==> src/rtl/memory_access_stage_if.sv <==
// Data-cache port of the memory access stage: request channel plus load-response channel.
interface memory_access_stage_if #(
    parameter int ADDRESS_WIDTH = 32,
    parameter int DATA_WIDTH    = 32
);
    // A request transfers on a rising CLK edge where DCACHE_REQ_VALID and DCACHE_REQ_READY are
    // both high; once VALID rises it stays high with all request fields stable until that edge,
    // and READY is ignored while VALID is low. DCACHE_RESP_VALID qualifies DCACHE_RESP_DATA for
    // one cycle and carries no ready.
    logic                    DCACHE_REQ_VALID;
    logic                    DCACHE_REQ_READY;
    logic                    DCACHE_REQ_WRITE;
    logic [ADDRESS_WIDTH-1:0] DCACHE_REQ_ADDRESS;
    logic [DATA_WIDTH/8-1:0] DCACHE_REQ_BYTE_EN;
    logic [DATA_WIDTH-1:0]   DCACHE_REQ_WDATA;
    logic                    DCACHE_RESP_VALID;
    logic [DATA_WIDTH-1:0]   DCACHE_RESP_DATA;

    modport master (
        output DCACHE_REQ_VALID, DCACHE_REQ_WRITE, DCACHE_REQ_ADDRESS,
        output DCACHE_REQ_BYTE_EN, DCACHE_REQ_WDATA,
        input  DCACHE_REQ_READY, DCACHE_RESP_VALID, DCACHE_RESP_DATA
    );

    modport slave (
        input  DCACHE_REQ_VALID, DCACHE_REQ_WRITE, DCACHE_REQ_ADDRESS,
        input  DCACHE_REQ_BYTE_EN, DCACHE_REQ_WDATA,
        output DCACHE_REQ_READY, DCACHE_RESP_VALID, DCACHE_RESP_DATA
    );
endinterface

==> src/rtl/memory_access_stage.sv <==
// Memory access pipeline stage: issues data-cache requests, aligns/extends loads, encodes
// store byte lanes and registers results for writeback. STATE_OUT exposes the FSM state.
module memory_access_stage #(
    parameter int ADDRESS_WIDTH    = 32,
    parameter int DATA_WIDTH       = 32,
    parameter int REG_ADD_WIDTH    = 5,
    parameter int D_CACHE_LW_WIDTH = 3,
    parameter int D_CACHE_SW_WIDTH = 2
) (
    input  logic                        CLK,
    input  logic                        RST,
    input  logic [REG_ADD_WIDTH-1:0]    RD_ADDRESS_IN,
    input  logic [DATA_WIDTH-1:0]       ALU_OUT_IN,
    input  logic [D_CACHE_LW_WIDTH-1:0] DATA_CACHE_LOAD_IN,
    input  logic [D_CACHE_SW_WIDTH-1:0] DATA_CACHE_STORE_IN,
    input  logic [DATA_WIDTH-1:0]       DATA_CACHE_STORE_DATA,
    input  logic                        WRITE_BACK_MUX_SELECT_IN,
    input  logic                        RD_WRITE_ENABLE_IN,
    output logic                        STALL_EXECUTION_STAGE,
    memory_access_stage_if.master       dcache,
    output logic [REG_ADD_WIDTH-1:0]    RD_ADDRESS_OUT,
    output logic [DATA_WIDTH-1:0]       ALU_OUT,
    output logic [DATA_WIDTH-1:0]       MEM_DATA_OUT,
    output logic                        WRITE_BACK_MUX_SELECT_OUT,
    output logic                        RD_WRITE_ENABLE_OUT,
    output logic                        MISALIGNED_OUT,
    output logic [1:0]                  STATE_OUT
);
    localparam logic [1:0] S_IDLE = 2'd0;
    localparam logic [1:0] S_REQ  = 2'd1;
    localparam logic [1:0] S_WAIT = 2'd2;
    localparam logic [1:0] S_DONE = 2'd3;

    localparam logic [D_CACHE_LW_WIDTH-1:0] LOAD_LB  = 3'd1;
    localparam logic [D_CACHE_LW_WIDTH-1:0] LOAD_LH  = 3'd2;
    localparam logic [D_CACHE_LW_WIDTH-1:0] LOAD_LW  = 3'd3;
    localparam logic [D_CACHE_LW_WIDTH-1:0] LOAD_LBU = 3'd4;
    localparam logic [D_CACHE_LW_WIDTH-1:0] LOAD_LHU = 3'd5;
    localparam logic [D_CACHE_SW_WIDTH-1:0] STORE_SB = 2'd1;
    localparam logic [D_CACHE_SW_WIDTH-1:0] STORE_SH = 2'd2;
    localparam logic [D_CACHE_SW_WIDTH-1:0] STORE_SW = 2'd3;

    logic [1:0]            state;
    logic [1:0]            lane;
    logic                  is_load;
    logic                  is_store;
    logic                  is_op;
    logic                  misaligned;
    logic [3:0]            store_byte_en;
    logic [DATA_WIDTH-1:0] store_wdata;
    logic [7:0]            load_byte;
    logic [15:0]           load_half;
    logic [DATA_WIDTH-1:0] load_ext;
    logic [DATA_WIDTH-1:0] hold_data;

    assign lane = ALU_OUT_IN[1:0];

    // A load code takes priority; the store code only counts when no load is present.
    always_comb begin
        is_load    = (DATA_CACHE_LOAD_IN >= LOAD_LB) && (DATA_CACHE_LOAD_IN <= LOAD_LHU);
        is_store   = !is_load && (DATA_CACHE_STORE_IN != '0);
        is_op      = is_load || is_store;
        misaligned = 1'b0;
        if (is_load) begin
            case (DATA_CACHE_LOAD_IN)
                LOAD_LH, LOAD_LHU: misaligned = lane[0];
                LOAD_LW:           misaligned = (lane != 2'b00);
                default:           misaligned = 1'b0;
            endcase
        end else if (is_store) begin
            case (DATA_CACHE_STORE_IN)
                STORE_SH: misaligned = lane[0];
                STORE_SW: misaligned = (lane != 2'b00);
                default:  misaligned = 1'b0;
            endcase
        end
    end

    always_comb begin
        store_byte_en = 4'b0000;
        store_wdata   = '0;
        if (is_store) begin
            case (DATA_CACHE_STORE_IN)
                STORE_SB: begin
                    store_byte_en = 4'b0001 << lane;
                    store_wdata   = {4{DATA_CACHE_STORE_DATA[7:0]}};
                end
                STORE_SH: begin
                    store_byte_en = 4'b0011 << lane;
                    store_wdata   = {2{DATA_CACHE_STORE_DATA[15:0]}};
                end
                default: begin
                    store_byte_en = 4'b1111;
                    store_wdata   = DATA_CACHE_STORE_DATA;
                end
            endcase
        end
    end

    always_comb begin
        case (lane)
            2'd0:    load_byte = dcache.DCACHE_RESP_DATA[7:0];
            2'd1:    load_byte = dcache.DCACHE_RESP_DATA[15:8];
            2'd2:    load_byte = dcache.DCACHE_RESP_DATA[23:16];
            default: load_byte = dcache.DCACHE_RESP_DATA[31:24];
        endcase
        load_half = lane[1] ? dcache.DCACHE_RESP_DATA[31:16] : dcache.DCACHE_RESP_DATA[15:0];
        case (DATA_CACHE_LOAD_IN)
            LOAD_LB:  load_ext = {{24{load_byte[7]}}, load_byte};
            LOAD_LBU: load_ext = {24'd0, load_byte};
            LOAD_LH:  load_ext = {{16{load_half[15]}}, load_half};
            LOAD_LHU: load_ext = {16'd0, load_half};
            LOAD_LW:  load_ext = dcache.DCACHE_RESP_DATA;
            default:  load_ext = '0;
        endcase
    end

    assign dcache.DCACHE_REQ_VALID   = (state == S_REQ);
    assign dcache.DCACHE_REQ_WRITE   = is_store;
    assign dcache.DCACHE_REQ_ADDRESS = {ALU_OUT_IN[ADDRESS_WIDTH-1:2], 2'b00};
    assign dcache.DCACHE_REQ_BYTE_EN = store_byte_en;
    assign dcache.DCACHE_REQ_WDATA   = store_wdata;

    assign STALL_EXECUTION_STAGE = ((state == S_IDLE) && is_op && !misaligned)
                                 || (state == S_REQ) || (state == S_WAIT);
    assign STATE_OUT = state;

    // The execution stage is stalled in REQ/WAIT, so the inputs still describe the access in flight.
    always_ff @(posedge CLK) begin
        if (RST) begin
            state                     <= S_IDLE;
            hold_data                 <= '0;
            RD_ADDRESS_OUT            <= '0;
            ALU_OUT                   <= '0;
            MEM_DATA_OUT              <= '0;
            WRITE_BACK_MUX_SELECT_OUT <= 1'b0;
            RD_WRITE_ENABLE_OUT       <= 1'b0;
            MISALIGNED_OUT            <= 1'b0;
        end else begin
            case (state)
                S_IDLE: begin
                    if (!is_op || misaligned) begin
                        RD_ADDRESS_OUT            <= RD_ADDRESS_IN;
                        ALU_OUT                   <= ALU_OUT_IN;
                        MEM_DATA_OUT              <= '0;
                        WRITE_BACK_MUX_SELECT_OUT <= WRITE_BACK_MUX_SELECT_IN;
                        RD_WRITE_ENABLE_OUT       <= RD_WRITE_ENABLE_IN && !misaligned;
                        MISALIGNED_OUT            <= misaligned;
                    end else begin
                        MISALIGNED_OUT <= 1'b0;
                        state          <= S_REQ;
                    end
                end
                S_REQ: begin
                    if (dcache.DCACHE_REQ_READY) begin
                        state <= is_load ? S_WAIT : S_DONE;
                    end
                end
                S_WAIT: begin
                    if (dcache.DCACHE_RESP_VALID) begin
                        hold_data <= load_ext;
                        state     <= S_DONE;
                    end
                end
                default: begin
                    RD_ADDRESS_OUT            <= RD_ADDRESS_IN;
                    ALU_OUT                   <= ALU_OUT_IN;
                    MEM_DATA_OUT              <= is_load ? hold_data : '0;
                    WRITE_BACK_MUX_SELECT_OUT <= WRITE_BACK_MUX_SELECT_IN;
                    RD_WRITE_ENABLE_OUT       <= RD_WRITE_ENABLE_IN;
                    MISALIGNED_OUT            <= 1'b0;
                    state                     <= S_IDLE;
                end
            endcase
        end
    end
endmodule

==> src/flat_wrapper.sv <==
// flat-port wrapper written by rule: the top's interface ports become plain ports
module memory_access_stage_flat 
#(
    parameter int ADDRESS_WIDTH    = 32,
    parameter int DATA_WIDTH       = 32,
    parameter int REG_ADD_WIDTH    = 5,
    parameter int D_CACHE_LW_WIDTH = 3,
    parameter int D_CACHE_SW_WIDTH = 2
)
  (CLK, RST, RD_ADDRESS_IN, ALU_OUT_IN, DATA_CACHE_LOAD_IN, DATA_CACHE_STORE_IN, DATA_CACHE_STORE_DATA, WRITE_BACK_MUX_SELECT_IN, RD_WRITE_ENABLE_IN, STALL_EXECUTION_STAGE, RD_ADDRESS_OUT, ALU_OUT, MEM_DATA_OUT, WRITE_BACK_MUX_SELECT_OUT, RD_WRITE_ENABLE_OUT, MISALIGNED_OUT, STATE_OUT, dcache_DCACHE_REQ_VALID, dcache_DCACHE_REQ_WRITE, dcache_DCACHE_REQ_ADDRESS, dcache_DCACHE_REQ_BYTE_EN, dcache_DCACHE_REQ_WDATA, dcache_DCACHE_REQ_READY, dcache_DCACHE_RESP_VALID, dcache_DCACHE_RESP_DATA);
  memory_access_stage_if #(.ADDRESS_WIDTH(ADDRESS_WIDTH), .DATA_WIDTH(DATA_WIDTH)) dcache_i ();
  input  logic CLK;
  input  logic RST;
  input  logic [REG_ADD_WIDTH-1:0] RD_ADDRESS_IN;
  input  logic [DATA_WIDTH-1:0] ALU_OUT_IN;
  input  logic [D_CACHE_LW_WIDTH-1:0] DATA_CACHE_LOAD_IN;
  input  logic [D_CACHE_SW_WIDTH-1:0] DATA_CACHE_STORE_IN;
  input  logic [DATA_WIDTH-1:0] DATA_CACHE_STORE_DATA;
  input  logic WRITE_BACK_MUX_SELECT_IN;
  input  logic RD_WRITE_ENABLE_IN;
  output logic STALL_EXECUTION_STAGE;
  output logic [REG_ADD_WIDTH-1:0] RD_ADDRESS_OUT;
  output logic [DATA_WIDTH-1:0] ALU_OUT;
  output logic [DATA_WIDTH-1:0] MEM_DATA_OUT;
  output logic WRITE_BACK_MUX_SELECT_OUT;
  output logic RD_WRITE_ENABLE_OUT;
  output logic MISALIGNED_OUT;
  output logic [1:0] STATE_OUT;
  output wire logic [$bits(dcache_i.DCACHE_REQ_VALID)-1:0] dcache_DCACHE_REQ_VALID;
  output wire logic [$bits(dcache_i.DCACHE_REQ_WRITE)-1:0] dcache_DCACHE_REQ_WRITE;
  output wire logic [$bits(dcache_i.DCACHE_REQ_ADDRESS)-1:0] dcache_DCACHE_REQ_ADDRESS;
  output wire logic [$bits(dcache_i.DCACHE_REQ_BYTE_EN)-1:0] dcache_DCACHE_REQ_BYTE_EN;
  output wire logic [$bits(dcache_i.DCACHE_REQ_WDATA)-1:0] dcache_DCACHE_REQ_WDATA;
  input wire logic [$bits(dcache_i.DCACHE_REQ_READY)-1:0] dcache_DCACHE_REQ_READY;
  input wire logic [$bits(dcache_i.DCACHE_RESP_VALID)-1:0] dcache_DCACHE_RESP_VALID;
  input wire logic [$bits(dcache_i.DCACHE_RESP_DATA)-1:0] dcache_DCACHE_RESP_DATA;
  assign dcache_DCACHE_REQ_VALID = dcache_i.DCACHE_REQ_VALID;
  assign dcache_DCACHE_REQ_WRITE = dcache_i.DCACHE_REQ_WRITE;
  assign dcache_DCACHE_REQ_ADDRESS = dcache_i.DCACHE_REQ_ADDRESS;
  assign dcache_DCACHE_REQ_BYTE_EN = dcache_i.DCACHE_REQ_BYTE_EN;
  assign dcache_DCACHE_REQ_WDATA = dcache_i.DCACHE_REQ_WDATA;
  assign dcache_i.DCACHE_REQ_READY = dcache_DCACHE_REQ_READY;
  assign dcache_i.DCACHE_RESP_VALID = dcache_DCACHE_RESP_VALID;
  assign dcache_i.DCACHE_RESP_DATA = dcache_DCACHE_RESP_DATA;
  memory_access_stage #(.ADDRESS_WIDTH(ADDRESS_WIDTH), .DATA_WIDTH(DATA_WIDTH), .REG_ADD_WIDTH(REG_ADD_WIDTH), .D_CACHE_LW_WIDTH(D_CACHE_LW_WIDTH), .D_CACHE_SW_WIDTH(D_CACHE_SW_WIDTH)) u_core (.CLK(CLK), .RST(RST), .RD_ADDRESS_IN(RD_ADDRESS_IN), .ALU_OUT_IN(ALU_OUT_IN), .DATA_CACHE_LOAD_IN(DATA_CACHE_LOAD_IN), .DATA_CACHE_STORE_IN(DATA_CACHE_STORE_IN), .DATA_CACHE_STORE_DATA(DATA_CACHE_STORE_DATA), .WRITE_BACK_MUX_SELECT_IN(WRITE_BACK_MUX_SELECT_IN), .RD_WRITE_ENABLE_IN(RD_WRITE_ENABLE_IN), .STALL_EXECUTION_STAGE(STALL_EXECUTION_STAGE), .dcache(dcache_i), .RD_ADDRESS_OUT(RD_ADDRESS_OUT), .ALU_OUT(ALU_OUT), .MEM_DATA_OUT(MEM_DATA_OUT), .WRITE_BACK_MUX_SELECT_OUT(WRITE_BACK_MUX_SELECT_OUT), .RD_WRITE_ENABLE_OUT(RD_WRITE_ENABLE_OUT), .MISALIGNED_OUT(MISALIGNED_OUT), .STATE_OUT(STATE_OUT));
endmodule
==> config.mk <==
export PLATFORM = sky130hd
export DESIGN_NAME = memory_access_stage_flat
export DESIGN_NICKNAME = d
export VERILOG_FILES = /design/src/rtl/memory_access_stage_if.sv /design/src/rtl/memory_access_stage.sv /design/src/flat_wrapper.sv
export SDC_FILE = /design/constraint.sdc
export NUM_CORES = 1
export LEC_CHECK = 0
export CORE_MARGIN = 5
export CORE_UTILIZATION = 45
export DETAILED_ROUTE_END_ITERATION = 12
export GPL_TIMING_DRIVEN = 0
export PLACE_DENSITY = 0.87
export SLEW_MARGIN = 20
export SYNTH_ARGS = -nofsm -noshare
export SYNTH_HDL_FRONTEND = slang
export SYNTH_SLANG_ARGS = --single-unit
==> constraint.sdc <==
create_clock -name CLK -period 4.7 [get_ports CLK]
set_input_delay 0.705 -clock CLK [delete_from_list [all_inputs] [get_ports CLK]]
set_output_delay 0.705 -clock CLK [all_outputs]
set_load 0.02 [all_outputs]
# After elaboration in Yosys (flattened, before gate mapping)
# Index checks and enable logic that the tools add are counted.
# W data, S select, Z words.
[word_totals] inputBits=112 register_bits=106 output_inout_bits=145 elab_cells=79
[op_classes] n_eq_ne=16 n_reduce_logical=21 n_lt_le_gt_ge=2 shift=2 bitwise=1 n_mux=29
[op_table] cell="$pmux W32 S2" count=3
[op_table] cell="$pmux W32 S5" count=1
[op_table] cell="$mux W32" count=4
[op_table] cell="$pmux W8 S3" count=1
[op_table] cell="$mux W16" count=1
[op_table] cell="$pmux W1 S2" count=5
[op_table] cell="$pmux W5 S2" count=1
[op_table] cell="$eq A2 B2 Y1 const B" count=4
[op_table] cell="$pmux W4 S2" count=1
[op_table] cell="$eq A2 B1 Y1 const B" count=3
[op_table] cell="$eq A3 B2 Y1 const B" count=2
[op_table] cell="$eq A3 B3 Y1 const B" count=2
[op_table] cell="$mux W1" count=6
[op_table] cell="$mux W2" count=3
[op_table] cell="$ne A2 B2 Y1 const B" count=3
[op_table] cell="$pmux W2 S3" count=1
[op_table] cell="$logic_and A1 B1 Y1" count=5
[op_table] cell="$mux W5" count=1
[op_table] cell="$logic_not A2 Y1" count=2
[op_table] cell="$logic_or A1 B1 Y1" count=4
[op_table] cell="$mux W4" count=1
[op_table] cell="$reduce_and A2 Y1" count=2
[op_table] cell="$reduce_bool A2 Y1" count=2
[op_table] cell="$reduce_or A2 Y1" count=2
[op_table] cell="other kinds (9)" count=11

# Longest topological paths before layout
# Gate-level depths: netlist of the first run.
[depth] word_depth=10 depth_mapped=9 mapped_depth_nobuf=6

# Worst setup path after synthesis of the first run
# Ideal clock, no wire load.
[synth_timing] kind="input -> output" start="input port DATA_CACHE_STORE_IN[0]" end="output port dcache_DCACHE_REQ_WDATA[11]" n_path_buf=2 t_arrival_ps=2169 slack_ps=1826 t_required_ps=3995 stages=6 path_cell_list="inv_1 > ha_1 > clkbuf_1 > clkbuf_1 > nor2_1 > a311oi_1"
[synth_via] elab_chain_len=3 elab_cells_between_ends=6 classes_between="2 x eq/ne; 2 x mux; 2 x reduce/logical"
[synth_rtl] element="from (decl)" line="flat_wrapper.sv:17" text="input logic [D_CACHE_SW_WIDTH-1:0] DATA_CACHE_STORE_IN;"
[synth_rtl] element="$eq A2 B2 Y1, or another cell as far along" line="memory_access_stage.sv:83" text="case (DATA_CACHE_STORE_IN)"
[synth_rtl] element="$pmux W32 S2 / $logic_and A1 B1 Y1 (equally long branches)" line="memory_access_stage.sv:83, memory_access_stage.sv:61"
[synth_rtl] element="$mux W32 (*)" line="memory_access_stage.sv:82" text="if (is_store) begin"
[synth_rtl] element="to (decl)" line="flat_wrapper.sv:33" text="output wire logic [$bits(dcache_i.DCACHE_REQ_WDATA)-1:0] dcache_DCACHE_REQ_WDATA;"
# Every way passes the cells marked *; elsewhere a longest branch is shown, timed or not.

# Final worst setup path of the first run
[layout_timing] start="input port DATA_CACHE_STORE_IN[0]" end="output port dcache_DCACHE_REQ_WDATA[20]"
# Same word-level chain as after synthesis.

==> metrics.csv, run 1 <==
metric;value;unit
status;complete, no violations;
clockBufferDepth;2;
setup_viol;0;
critPathLaunch;DATA_CACHE_STORE_IN[0];
synth_cell_types;51;
slew_headroom;0.361;
cp_num_buf_inv;5;
rsz0062_at_grt;no;
diodes;0;
hpwl;15.5;mm
cts_resized;0;
route.vias.total;5912;
min_to;u_core.RD_ADDRESS_OUT[1];
worstPathArrival;3420;ps
cp_top_family;buffers and inverters;
cts_made_buffers;9;
finalSetupTns;0;ps
required;3990;ps
gp_congestion;0.934;
ys_seq_area_frac;0.386;
clock-sinks;106;
fp.dieArea;14500;sq um
crit_chain;clkdlybuf4s50_1, inv_1, ha_1, clkbuf_1, inv_1, nor2_1, a22oi_1, nor2_1, clkdlybuf4s50_1;
grt_pass1_wl;30.2;mm
fin_crit_sh;0.878;
multi_input_area;2840;sq um
initial_core_util;0.458;
yosysWarnings;0;
antenna_found_initial;0;
layout_common_cells;253 x clkdlybuf4s50_1, 109 x nand2_1, 106 x dfxtp_1;
post-cts-setup-buffer-count;0;
crit_fanout;8;
holdCritPathClass;reg -> reg;
max_freq;242;MHz
dr.pass1.iters;5;
finClkSkew;9.61;ps
wl_per_cell;18.8;microns
die_h;121;microns
io_buffers;253;
fillers;953;
max-cap-violations;0;
cts_hold_buf;0;
gr-total-overflow;0;
syn-cell-area;5500;sq um
fp.coreArea;12000;sq um
p_per_area;432;nW/um^2
drive_gt1_frac;0.0887;
io_pins;257;
grt_max_degree;20;
cts_tree;yes;
critPathLaunchType;input pin;
tightest_slew;952;ps
mostFrequentLayoutCell;clkdlybuf4s50_1;
min_path_cells;2;
async_flop_share;0;
crit_type;in -> out;
synthCells;632;
routed_wirelength;19.7;mm
r2r-start;u_core.STATE_OUT[1];
r2r_end;u_core.MEM_DATA_OUT[9];
drc;0;
synth-main-ff-cell;dfxtp_1;
finalNetCount;1017;
synth_seq_cells;106;
slew_viol_final;0;
clkTransAtPathRegs;80;ps
ff_latch_area;2120;sq um
crit_path_max_incr_delay;620;ps
cellLeakagePower;3.25;nW
utilization;0.710;
grt_util_all_layers;0.258;
end_kind;primary output;
root_buffer;clkbuf_16;
grt_pass1_vias;5694;
layout_min_cycle_time;4130;ps
vias_per_cell;5.64;
initialDrtViolationCount;528;
cpMaxStageDelayCell;clkdlybuf4s50_1;
hold_viol_final;0;
htree_levels;3;
synth.avg_cell_area;8.70;sq um
r2r_slack;2140;ps
num_rows;40;
syn2layout_area_growth;55.1;%
antenna_left;0;
synth_edf_count;0;
worstSkewPairLatency;340;ps
r2r_cells;7;
fp.dieW;121;microns
irDropWorstVdd;0.000287;V
min-delay-start;u_core.RD_ADDRESS_OUT[1];
[registers in the layout, indices dropped and copies added, names as in the netlist]
signal / flops
u_core.STATE_OUT: 2
u_core.WRITE_BACK_MUX_SELECT_OUT: 1
u_core.MEM_DATA_OUT: 32
u_core.ALU_OUT: 32
u_core.RD_WRITE_ENABLE_OUT: 1
u_core.hold_data: 32
u_core.MISALIGNED_OUT: 1
u_core.RD_ADDRESS_OUT: 5
[per-stage QoR]
stage | instance area, sq um | total power, mW | std cells | hold slack, ps | setup slack [ps]
final | 8530 | 3.69 | 1049 | 459 | 574
after global routing | 8530 | 3.86 | 1049 | 480 | 449
after CTS | 8530 | 3.69 | 1049 | 461 | 583
after detailed placement | 8220 | 2.91 | 1033 | 448 | 594
after global placement | 8220 | 2.87 | 1033 | 441 | 634
after floorplan | 5500 | 2.19 | 633 | 437 | 1830
[Yosys cell counts (2+ instances only)]
library cell  count  area, sq um
nand2_1         109          409
dfxtp_1         106         2120
clkbuf_1         47          176
mux2i_1          40          400
a21oi_1          36          180
a32o_1           33          330
buf_4            32          240
nor2_1           31          116
a221oi_1         24          210
mux2_2           20          225
o21ai_0          20          100
nor3_1           18         90.1
a22oi_1          16          120
inv_1            15         56.3
a311oi_1         14          123
and2_1            9         56.3
ha_1              8          100
buf_2             6         30.0
buf_1             3         11.3
nor3b_1           3         22.5
a221o_1           2         20.0
a222oi_1          2         20.0
a31oi_1           2         12.5
and3b_1           2         17.5
buf_6             2         22.5
mux4_2            2         45.0
nand3_1           2         10.0
o21a_1            2         15.0
o31ai_1           2         15.0
o41a_1            2         22.5
or3_1             2         12.5
[worst min-delay path: stages, from the launching register on]
cell     delay, ps
dfxtp_1        310
nand2_1         50
mux2i_1         50
[area by class of cell]
cell class / count / share of cell area
Sequential cell: 106 / 0.249
Tap cell: 147 / 0.0216
Clock inverter: 7 / 0.00997
Inverter: 16 / 0.00704
Buffer: 90 / 0.0563
Clock buffer: 9 / 0.0264
Multi-Input combinational cell: 421 / 0.333
Timing Repair Buffer: 253 / 0.297
[worst max-delay path by stage]
stage	endpoint	slack, ps	cells past startpoint
after global placement	dcache_DCACHE_REQ_WDATA[12]	630	8
after CTS	dcache_DCACHE_REQ_WDATA[20]	580	9
after detailed placement	dcache_DCACHE_REQ_WDATA[20]	590	9
after floorplan	dcache_DCACHE_REQ_WDATA[11]	1830	6
final	dcache_DCACHE_REQ_WDATA[20]	570	9
after global routing	dcache_DCACHE_REQ_WDATA[12]	450	8
[report_power, final]
| part | internal [mW] | switching, mW |
|---|---|---|
| Combinational | 0.784 | 0.954 |
| Clock | 0.424 | 0.358 |
| Sequential | 1.07 | 0.0971 |
[cells by family (layout without fill, tap and decap cells)]
family,Yosys count,after routing,share of synthesized area
adder cells (fa/ha/maj),8,8,0.0182
AND/OR/NAND/NOR,182,182,0.142
flip-flops,106,106,0.386
multiplexers,62,62,0.122
AO/OA/AOI/OAI,166,166,0.232
XOR/XNOR,1,1,0.00159
other,1,2,0.000682
buffers and inverters,106,375,0.0983
[metal layers]
| metal | global-route usage | vias to the layer above | part of all wire |
|---|---|---|---|
| li1 | - | 2817 | - |
| met1 | 0.318 | 2760 | 0.40 |
| met2 | 0.457 | 299 | 0.49 |
| met3 | 0.0496 | 36 | 0.086 |
| met4 | 0.0765 | 0 | 0.026 |
| met5 | 0 | - | 0 |
Power figures use the tool's default switching activity.
==> run 2, diff against run 1 <==
- CORE_MARGIN: 5 -> 1.5
- GPL_ROUTABILITY_DRIVEN: unset -> 0
==> run 2 against run 1 <==
Clock skew rose by 3.1 ps. Cell area decreased by 0.16%. Sequential share of layout area about the same. Via count increased by 2.5%. Flip-flop and latch count is the same. Setup slack improved by 25 ps. Power is 0.78% lower. Die area down 11%. Sequential power about the same. Core utilization grew 0.18 points.
==> metrics.csv, run 2 (same netlist as run 1, synthesis figures left out) <==
metric;value;unit;change
wl_per_cell;18.7;microns;-0.41%
grt_max_degree;21;;+5.0%
finish.instance_area;8520;sq um;-0.16%
cts_resized;0;;unchanged
reg.largest.list;u_core.ALU_OUT x32, u_core.MEM_DATA_OUT x32, u_core.hold_data x32;;
htree_levels;3;;unchanged
r2r_end;u_core.MEM_DATA_OUT[4];;
r2r_slack;2050;ps;-90 ps
hpwl;15.3;mm;-1.2%
gr-total-overflow;0;;unchanged
clock-sinks;106;;unchanged
finClkSkew;12.7;ps;+3.12 ps
route.vias.total;6057;;+2.5%
grt_pass1_wl;29.8;mm;-1.2%
irDropWorstVdd;0.000249;V;-13%
dr.pass1.iters;5;;unchanged
routed_wirelength;19.7;mm;-0.31%
status;complete, no violations;;
grt_util_all_layers;0.293;;+0.0348
vias_per_cell;5.77;;+2.4%
utilization;0.712;;+0.00182
fin_crit_sh;0.873;;-0.00531
finalNetCount;1017;;unchanged
fp.dieArea;12900;sq um;-11%
layout_common_cells;253 x clkdlybuf4s50_1, 109 x nand2_1, 106 x dfxtp_1;;
antenna_left;0;;unchanged
crit_fanout;10;;+2
post-cts-setup-buffer-count;0;;unchanged
place_area;8220;sq um;unchanged
max-cap-violations;0;;unchanged
ff_latch_area;2120;sq um;unchanged
mostFrequentLayoutCell;clkdlybuf4s50_1;;
crit_type;in -> out;;
cts_made_buffers;9;;unchanged
fp.dieW;114;microns;-5.8%
hold_viol_final;0;;unchanged
tightest_slew;1090;ps;+135 ps
setup_viol;0;;unchanged
clockBufferDepth;2;;unchanged
slew_viol_final;0;;unchanged
cts_tree;yes;;
fp.coreArea;12000;sq um;-0.42%
cellLeakagePower;3.24;nW;-0.36%
die_h;114;microns;-5.8%
critPathLaunchType;input pin;;
fillers;957;;+0.42%
initial_core_util;0.460;;+0.00192
worstSkewPairLatency;350;ps;about the same
required;3990;ps;about the same
root_buffer;clkbuf_16;;
multi_input_area;2840;sq um;unchanged
slew_headroom;0.270;;-0.0908
finalSetupTns;0;ps;unchanged
rsz0062_at_grt;no;;
io_pins;257;;unchanged
critPathLaunch;DATA_CACHE_STORE_IN[1];;
critPathCapture;dcache_DCACHE_REQ_WDATA[30];;
io_buffers;253;;unchanged
num_rows;40;;unchanged
initialDrtViolationCount;501;;-5.1%
drive_gt1_frac;0.0887;;unchanged
cts_hold_buf;0;;unchanged
antenna_found_initial;1;;+1
max_freq;244;MHz;+0.61%
layout_min_cycle_time;4100;ps;-24.9 ps
p_per_area;430;nW/um^2;-0.62%
r2r_cells;7;;unchanged
worstPathArrival;3400;ps;-20 ps
end_kind;primary output;;
clkTransAtPathRegs;80;ps;about the same
holdCritPathClass;reg -> reg;;
r2r-start;u_core.STATE_OUT[0];;
syn2layout_area_growth;54.8;%;
drc;0;;unchanged
grt_pass1_vias;5611;;-1.5%
==> run 2: how the worst min path moves through the flow <==
stage	start	to	slack, ps	cells past startpoint
global placement	u_core.ALU_OUT[6]	u_core.ALU_OUT[6]	440	2
finish	u_core.ALU_OUT[14]	u_core.ALU_OUT[14]	460	2
floorplan	u_core.hold_data[0]	u_core.MEM_DATA_OUT[0]	440	1
detailed placement	u_core.ALU_OUT[14]	u_core.ALU_OUT[14]	450	2
CTS	u_core.ALU_OUT[14]	u_core.ALU_OUT[14]	460	2
global route	u_core.ALU_OUT[18]	u_core.ALU_OUT[18]	480	2
==> run 2: final cells by class <==
type	count	share of cell area
multi-input cells	421	0.334
plain buffers	90	0.0564
clock inverters	7	0.00808
clock buffers	9	0.0264
inverters	16	0.00705
repair buffers	253	0.297
well taps	147	0.0216
flip-flops and latches	106	0.249
diodes	1	0.000294
==> run 2: routing by layer <==
layer,wire (microns),GRT usage
met4,654,0.117
met1,7880,0.354
met5,0,0
met3,1520,0.0515
met2,9600,0.517
==> run 2: metrics by stage <==
stage                     setup WS, ps  total power, mW  cells  hold slack, ps
after floorplan                   1830             2.19    633             437
after global placement             671             2.87   1033             441
after detailed placement           608             2.91   1033             448
after CTS                          601             3.66   1049             460
after global routing               410             3.81   1050             479
final                              598             3.66   1050             457
==> run 2: critical path, cell delays in order <==
cell             delay (ps)
clkdlybuf4s50_1         520
inv_1                    80
ha_1                    270
clkbuf_1                260
clkbuf_1                440
nor2_1                  110
a311oi_1                340
clkdlybuf4s50_1         670
==> run 2: power breakdown <==
part | total (mW) | leakage [nW] | internal [mW] | switching (mW)
clock network | 0.757 | 0.143 | 0.375 | 0.381
registers | 1.17 | 0.862 | 1.07 | 0.0961
logic | 1.74 | 2.24 | 0.784 | 0.952
